$ cat config.mk
export PLATFORM = sky130hd
export DESIGN_NAME = adc_bitslip_align_flat
export DESIGN_NICKNAME = d
export VERILOG_FILES = /design/src/rtl/adc_pkg.sv /design/src/rtl/adc_bitslip_align_if.sv /design/src/rtl/adc_bitslip_align.sv /design/src/flat_wrapper.sv
export SDC_FILE = /design/constraint.sdc
export NUM_CORES = 1
export LEC_CHECK = 0
export BUFFER_PORTS_ARGS = -buffer_cell sky130_fd_sc_hd__buf_4
export CAP_MARGIN = 20
export CORE_ASPECT_RATIO = 0.8
export CORE_MARGIN = 2
export CORE_UTILIZATION = 55
export CTS_BUF_LIST = sky130_fd_sc_hd__clkbuf_4
export CTS_CLUSTER_DIAMETER = 60
export CTS_CLUSTER_SIZE = 10
export DETAILED_ROUTE_END_ITERATION = 8
export GPL_TIMING_DRIVEN = 1
export PLACE_DENSITY = 0.86
export RECOVER_POWER = 100
export SLEW_MARGIN = 30
export SYNTH_ARGS = -nofsm -noshare
export SYNTH_HDL_FRONTEND = slang
export SYNTH_SLANG_ARGS = --single-unit
$ cat constraint.sdc
create_clock -name CLKDIV -period 2 [get_ports CLKDIV]
set_input_delay 0.2 -clock CLKDIV [delete_from_list [all_inputs] [get_ports CLKDIV]]
set_output_delay 0.2 -clock CLKDIV [all_outputs]
set_load 0.01 [all_outputs]
$ cat src/rtl/adc_pkg.sv
// Shared types and constants for the ADC bit-slip alignment block.
package adc_pkg;

    typedef enum logic [2:0] {
        ST_IDLE   = 3'd0,
        ST_SETTLE = 3'd1,
        ST_CHECK  = 3'd2,
        ST_SLIP   = 3'd3,
        ST_LOCKED = 3'd4,
        ST_FAIL   = 3'd5
    } state_e;

    localparam logic [15:0] TRAIN_PATTERN_DEF = 16'hF0A5;

    function automatic logic is_busy(input state_e s);
        return (s == ST_SETTLE) || (s == ST_CHECK) || (s == ST_SLIP);
    endfunction

endpackage

$ cat src/rtl/adc_bitslip_align_if.sv
// Control/status bundle between the alignment FSM and its host/deserializer.
interface adc_bitslip_align_if;

    logic        start;
    logic [15:0] d_in;
    logic        bitslip;
    logic        busy;
    logic        locked;
    logic        fail;
    logic [2:0]  slip_count;

    modport master (
        output start, d_in,
        input  bitslip, busy, locked, fail, slip_count
    );

    modport slave (
        input  start, d_in,
        output bitslip, busy, locked, fail, slip_count
    );

endinterface

$ cat src/rtl/adc_bitslip_align.sv
// Word-alignment FSM: slips both lane deserializers until the training
// pattern is seen MATCH_COUNT times in a row, or gives up after MAX_SLIPS.
module adc_bitslip_align
    import adc_pkg::*;
#(
    parameter logic [15:0] TRAIN_PATTERN = TRAIN_PATTERN_DEF,
    parameter int          SETTLE_CYCLES = 8,
    parameter int          MATCH_COUNT   = 16,
    parameter int          MAX_SLIPS     = 7
) (
    input  logic                CLKDIV,
    input  logic                RST_N,
    adc_bitslip_align_if.slave  bus
);

    localparam int SETTLE_W = $clog2(SETTLE_CYCLES + 1);
    localparam int MATCH_W  = $clog2(MATCH_COUNT + 1);
    localparam int SLIP_W   = $clog2(MAX_SLIPS + 1);

    localparam logic [SETTLE_W-1:0] SETTLE_LAST = SETTLE_W'(SETTLE_CYCLES - 1);
    localparam logic [MATCH_W-1:0]  MATCH_LAST  = MATCH_W'(MATCH_COUNT - 1);
    localparam logic [SLIP_W-1:0]   SLIP_MAX    = SLIP_W'(MAX_SLIPS);

    state_e              state_q, state_d;
    logic [SETTLE_W-1:0] settle_q, settle_d;
    logic [MATCH_W-1:0]  match_q, match_d;
    logic [SLIP_W-1:0]   slip_q, slip_d;
    logic                bitslip_q, busy_q, locked_q, fail_q;
    logic                pattern_hit_s;

    assign pattern_hit_s = (bus.d_in == TRAIN_PATTERN);

    // Next-state and counter update logic.
    always_comb begin
        state_d  = state_q;
        settle_d = settle_q;
        match_d  = match_q;
        slip_d   = slip_q;
        case (state_q)
            ST_IDLE, ST_LOCKED, ST_FAIL: begin
                if (bus.start) begin
                    state_d  = ST_SETTLE;
                    settle_d = '0;
                    match_d  = '0;
                    slip_d   = '0;
                end else begin
                    state_d  = state_q;
                end
            end
            ST_SETTLE: begin
                if (settle_q == SETTLE_LAST) begin
                    state_d  = ST_CHECK;
                    settle_d = '0;
                    match_d  = '0;
                end else begin
                    settle_d = settle_q + SETTLE_W'(1);
                end
            end
            ST_CHECK: begin
                if (pattern_hit_s) begin
                    if (match_q == MATCH_LAST) begin
                        state_d = ST_LOCKED;
                    end else begin
                        match_d = match_q + MATCH_W'(1);
                    end
                end else begin
                    // Any mismatch throws away the run of good words.
                    match_d = '0;
                    if (slip_q < SLIP_MAX) begin
                        state_d = ST_SLIP;
                        slip_d  = slip_q + SLIP_W'(1);
                    end else begin
                        state_d = ST_FAIL;
                    end
                end
            end
            ST_SLIP: begin
                state_d  = ST_SETTLE;
                settle_d = '0;
            end
            default: begin
                state_d = ST_IDLE;
            end
        endcase
    end

    // State, counters and registered outputs; outputs decode the next state
    // so they line up with the state register.
    always_ff @(posedge CLKDIV) begin
        if (!RST_N) begin
            state_q   <= ST_IDLE;
            settle_q  <= '0;
            match_q   <= '0;
            slip_q    <= '0;
            bitslip_q <= 1'b0;
            busy_q    <= 1'b0;
            locked_q  <= 1'b0;
            fail_q    <= 1'b0;
        end else begin
            state_q   <= state_d;
            settle_q  <= settle_d;
            match_q   <= match_d;
            slip_q    <= slip_d;
            bitslip_q <= (state_d == ST_SLIP);
            busy_q    <= is_busy(state_d);
            locked_q  <= (state_d == ST_LOCKED);
            fail_q    <= (state_d == ST_FAIL);
        end
    end

    assign bus.bitslip    = bitslip_q;
    assign bus.busy       = busy_q;
    assign bus.locked     = locked_q;
    assign bus.fail       = fail_q;
    assign bus.slip_count = 3'(slip_q);

endmodule

$ cat src/flat_wrapper.sv
// flat-port wrapper written by rule: the top's interface ports become plain ports
module adc_bitslip_align_flat import adc_pkg::*;
#(
    parameter logic [15:0] TRAIN_PATTERN = TRAIN_PATTERN_DEF,
    parameter int          SETTLE_CYCLES = 8,
    parameter int          MATCH_COUNT   = 16,
    parameter int          MAX_SLIPS     = 7
)
  (CLKDIV, RST_N, bus_start, bus_d_in, bus_bitslip, bus_busy, bus_locked, bus_fail, bus_slip_count);
  adc_bitslip_align_if bus_i ();
  input  logic CLKDIV;
  input  logic RST_N;
  input wire logic [$bits(bus_i.start)-1:0] bus_start;
  input wire logic [$bits(bus_i.d_in)-1:0] bus_d_in;
  output wire logic [$bits(bus_i.bitslip)-1:0] bus_bitslip;
  output wire logic [$bits(bus_i.busy)-1:0] bus_busy;
  output wire logic [$bits(bus_i.locked)-1:0] bus_locked;
  output wire logic [$bits(bus_i.fail)-1:0] bus_fail;
  output wire logic [$bits(bus_i.slip_count)-1:0] bus_slip_count;
  assign bus_i.start = bus_start;
  assign bus_i.d_in = bus_d_in;
  assign bus_bitslip = bus_i.bitslip;
  assign bus_busy = bus_i.busy;
  assign bus_locked = bus_i.locked;
  assign bus_fail = bus_i.fail;
  assign bus_slip_count = bus_i.slip_count;
  adc_bitslip_align #(.TRAIN_PATTERN(TRAIN_PATTERN), .SETTLE_CYCLES(SETTLE_CYCLES), .MATCH_COUNT(MATCH_COUNT), .MAX_SLIPS(MAX_SLIPS)) u_core (.CLKDIV(CLKDIV), .RST_N(RST_N), .bus(bus_i));
endmodule
==> results.tsv <==
stage	metric	value	unit
clock_network	clk root buf	clkbuf_4	
critical_path	CP max-delay cell	a221oi_1	
critical_path	buffers plus inverters on the worst setup path	1	
timing	setup violators final	0	
place	placed cell count	178	
layout	filler instances	159	
place	IO buf count	25	
floorplanning	num ports	26	
yosys	Async SR Flop Fraction	0	%
drt	router iterations before antenna repair	4	
clock_network	clk buf depth	2	
floorplanning	Die Y	44.2	microns
global_routing	number of global-route vias before repair	958	
critical_path	Critical Path Max Stage Delay	0.36	ns
clock_network	total CTS buffers	3	
yosys	Mapped Area	1110	sq um
global_routing	largest net degree at the start of global routing	15	
yosys	Seq cells post-synth	19	
layout	fin cells	182	
drt	DR WL/cell	14.1	microns
critical_path	crit path cell chain	ha_1, and3_1, ha_1, inv_1, mux2i_1, a221oi_1	
critical_path	Critical Path Sink Type	flip-flop	
layout	# diodes	0	
yosys	Synth cell types	41	
timing	Min Hold Slack	0.200	ns
timing	setup TNS	0	ns
yosys	EDFF count, synth	0	
timing	Max transition margin	68.5	%
timing	Final Max Tran Viols	0	
clock_network	CTS tree	done	
layout	Util after Layout	71.5	%
layout	share of cells above drive strength 1	18.4	%
critical_path	CP Max Fanout	7	
pwr	PD cells	496	nW/um^2
critical_path	cell mode on critical path	ha_1	
pwr	Leak	0.000543	uW
global_routing	initial antenna violation count	0	
clock_network	number of buffers inserted by post-CTS setup repair	0	
yosys	cell accounting for the most synthesized area	dfxtp_1	
clock_network	cts-stage hold buffer count	0	
drt	vias per inst	5.99	
floorplanning	# rows	14	
drt	vias	1091	
yosys	Synth top area share	34.3	%
drt	post-route ant nets	0	
yosys	Synth area leaders	dfxtp_1 34%, nand3_1 5.0%, ha_1 4.5%	
timing	final worst-path cycle share	88.7	%
clock_network	clk slew on worst S/H paths	0.09	ns
drt	DR DRC count	0	
yosys	Synth Instances	128	
hold_path	hold crit path type	in2reg	
floorplanning	Starting Density	58.7	%
timing	shortest period the worst path allows	1.77	ns
timing	final hold vios	0	
yosys	ys flop type	dfxtp_1	
critical_path	CP arrival	1.96	ns
global_routing	grt total ovfl	0	
timing	Peak Freq	564	MHz
drt	DR iter-0 viols	47	
clock_network	H-Tree Depth	1	
yosys	Syn. warnings	0	
layout	NumNets Final	182	
pwr	VDD IR max	0.000526	V
floorplanning	Die X	54.2	microns
critical_path	Crit Path Category	reg2reg	
drt	final wirelength	2570	microns
yosys	Seq/Total Area, Yosys	34.3	%
clock_network	Num Clock Sinks	19	
global_routing	global-route wire length before repair	4260	microns
timing	setup ws final	0.227	ns
place	Placer Congestion	0.965	
critical_path	reg2reg setup slack	0.23	ns
status	run status	finished, final reports clean	
floorplanning	die area	2400	sq um
clock_network	post-cts gate resize count	0	
run	maxcap violations	0	
layout	synthesis-to-layout area growth	21.9	%
yosys	Synth Area per Inst	8.67	sq um
clock_network	clock insertion delay at the later pin of the skew report	0.29	ns
floorplanning	CORE AREA	1890	sq um
yosys	net count after synthesis	151	
timing	Worst-Margin Slew	0.471	ns
global_routing	all-layer global routing usage	23.7	%
place	dpl hpwl	2030	microns
place	pre-CTS setup slack	0.0732	ns
critical_path	CP required	2.18	ns
timing	clk_skew	0.00389	ns
critical_path	Worst setup SP type	flip-flop	
critical_path	Top delay family on crit path	adder cells	
timing	RSZ-0062 raised after global routing	no	
## path summary, 6_finish.rpt
kind,startpoint,to,cells past startpoint
worst max-delay path,u_core.match_q[0],u_core.bus.bitslip,6
worst min-delay path,RST_N,u_core.bus.busy,3
worst max register to register,u_core.match_q[0],u_core.bus.bitslip,6
worst min register to register,u_core.bus.slip_count[1],u_core.bus.slip_count[1],2
## Yosys cell counts (2+ instances only)
library cell / instances
dfxtp_1: 19
nand3_1: 11
nor2_1: 8
nand2_1: 7
a21oi_1: 6
inv_1: 5
mux2i_1: 5
and3_1: 4
clkbuf_1: 4
ha_1: 4
nand2b_1: 4
a211oi_1: 3
a22oi_1: 3
a31oi_1: 3
nand3b_1: 3
nand4_1: 3
nand4b_1: 3
nand4bb_1: 3
nor2b_1: 3
o21ai_0: 3
a221oi_1: 2
and2_1: 2
nor3b_1: 2
## flip-flops by register name (all words and copies together) (netlist names)
register	flops
u_core.match_q	5
u_core.settle_q	4
u_core.bus.slip_count	3
u_core.state_q	3
u_core.bus.bitslip	1
u_core.bus.busy	1
u_core.bus.fail	1
u_core.bus.locked	1
## metal layers
| metal | track usage (%) | share of wire [%] |
|---|---|---|
| met1 | 34.4 | 48 |
| met2 | 35.2 | 45 |
| met3 | 6.76 | 5.8 |
| met4 | 4.50 | 0.51 |
| met5 | 0 | 0 |
## worst min-delay path: stages
cell	delay, ns
buf_4	0.15
nand2_1	0.06
a211oi_1	0.04
## kinds of logic after synthesis
family | after synthesis | share of synthesized area (%)
AOI/OAI and AO/OA | 31 | 19.5
xor gates and xnor gates | 1 | 0.789
adders and majority gates | 4 | 4.51
buffers and inverters | 10 | 3.49
DFF | 19 | 34.3
muxes | 5 | 4.51
and+or+nand+nor | 58 | 32.9
## final cells by class
type	count	area (sq um)	share of cell area, %
sequential	19	380	28.1
tap	24	30.0	2.22
clock buffer	4	30.0	2.22
multi-input combinational	99	691	51.1
inverter	5	18.8	1.39
timing repair buffer	31	203	15.0
## cell usage in the layout (no fill, tap or decap), types with 2 or more instances in the layout
cell type  synthesis  final
a21boi_0           1      2
a21oi_1            6      6
clkbuf_4           0      5
nand4_1            3      3
nand4b_1           3      3
nor3b_1            2      2
nand2_1            7      7
inv_1              5      5
a211oi_1           3      3
and2_1             2      2
nor2b_1            3      3
dfxtp_1           19     19
a31oi_1            3      3
clkbuf_1           4      8
mux2i_1            5      5
nand4bb_1          3      3
buf_4              0     22
a221oi_1           2      2
ha_1               4      4
nand2b_1           4      4
o21ai_0            3      3
a22oi_1            3      3
nor2_1             8      8
nand3b_1           3      3
nand3_1           11     11
and3_1             4      4
## power breakdown
group,leakage [uW],internal [uW],switching (uW)
combinational,0.000371,44.6,38.9
sequential,0.000154,383,4.48
clock,0.0000184,91.2,108
total,0.000543,519,151
## metrics by stage
step           instance area, sq um  power (uW)
6_report                       1350         670
5_1_grt                        1350         702
4_1_cts                        1380         677
3_5_place_dp                   1350         481
3_3_place_gp                   1350         478
2_1_floorplan                  1110         439
No activity file was read; power rests on OpenSTA's default activity.
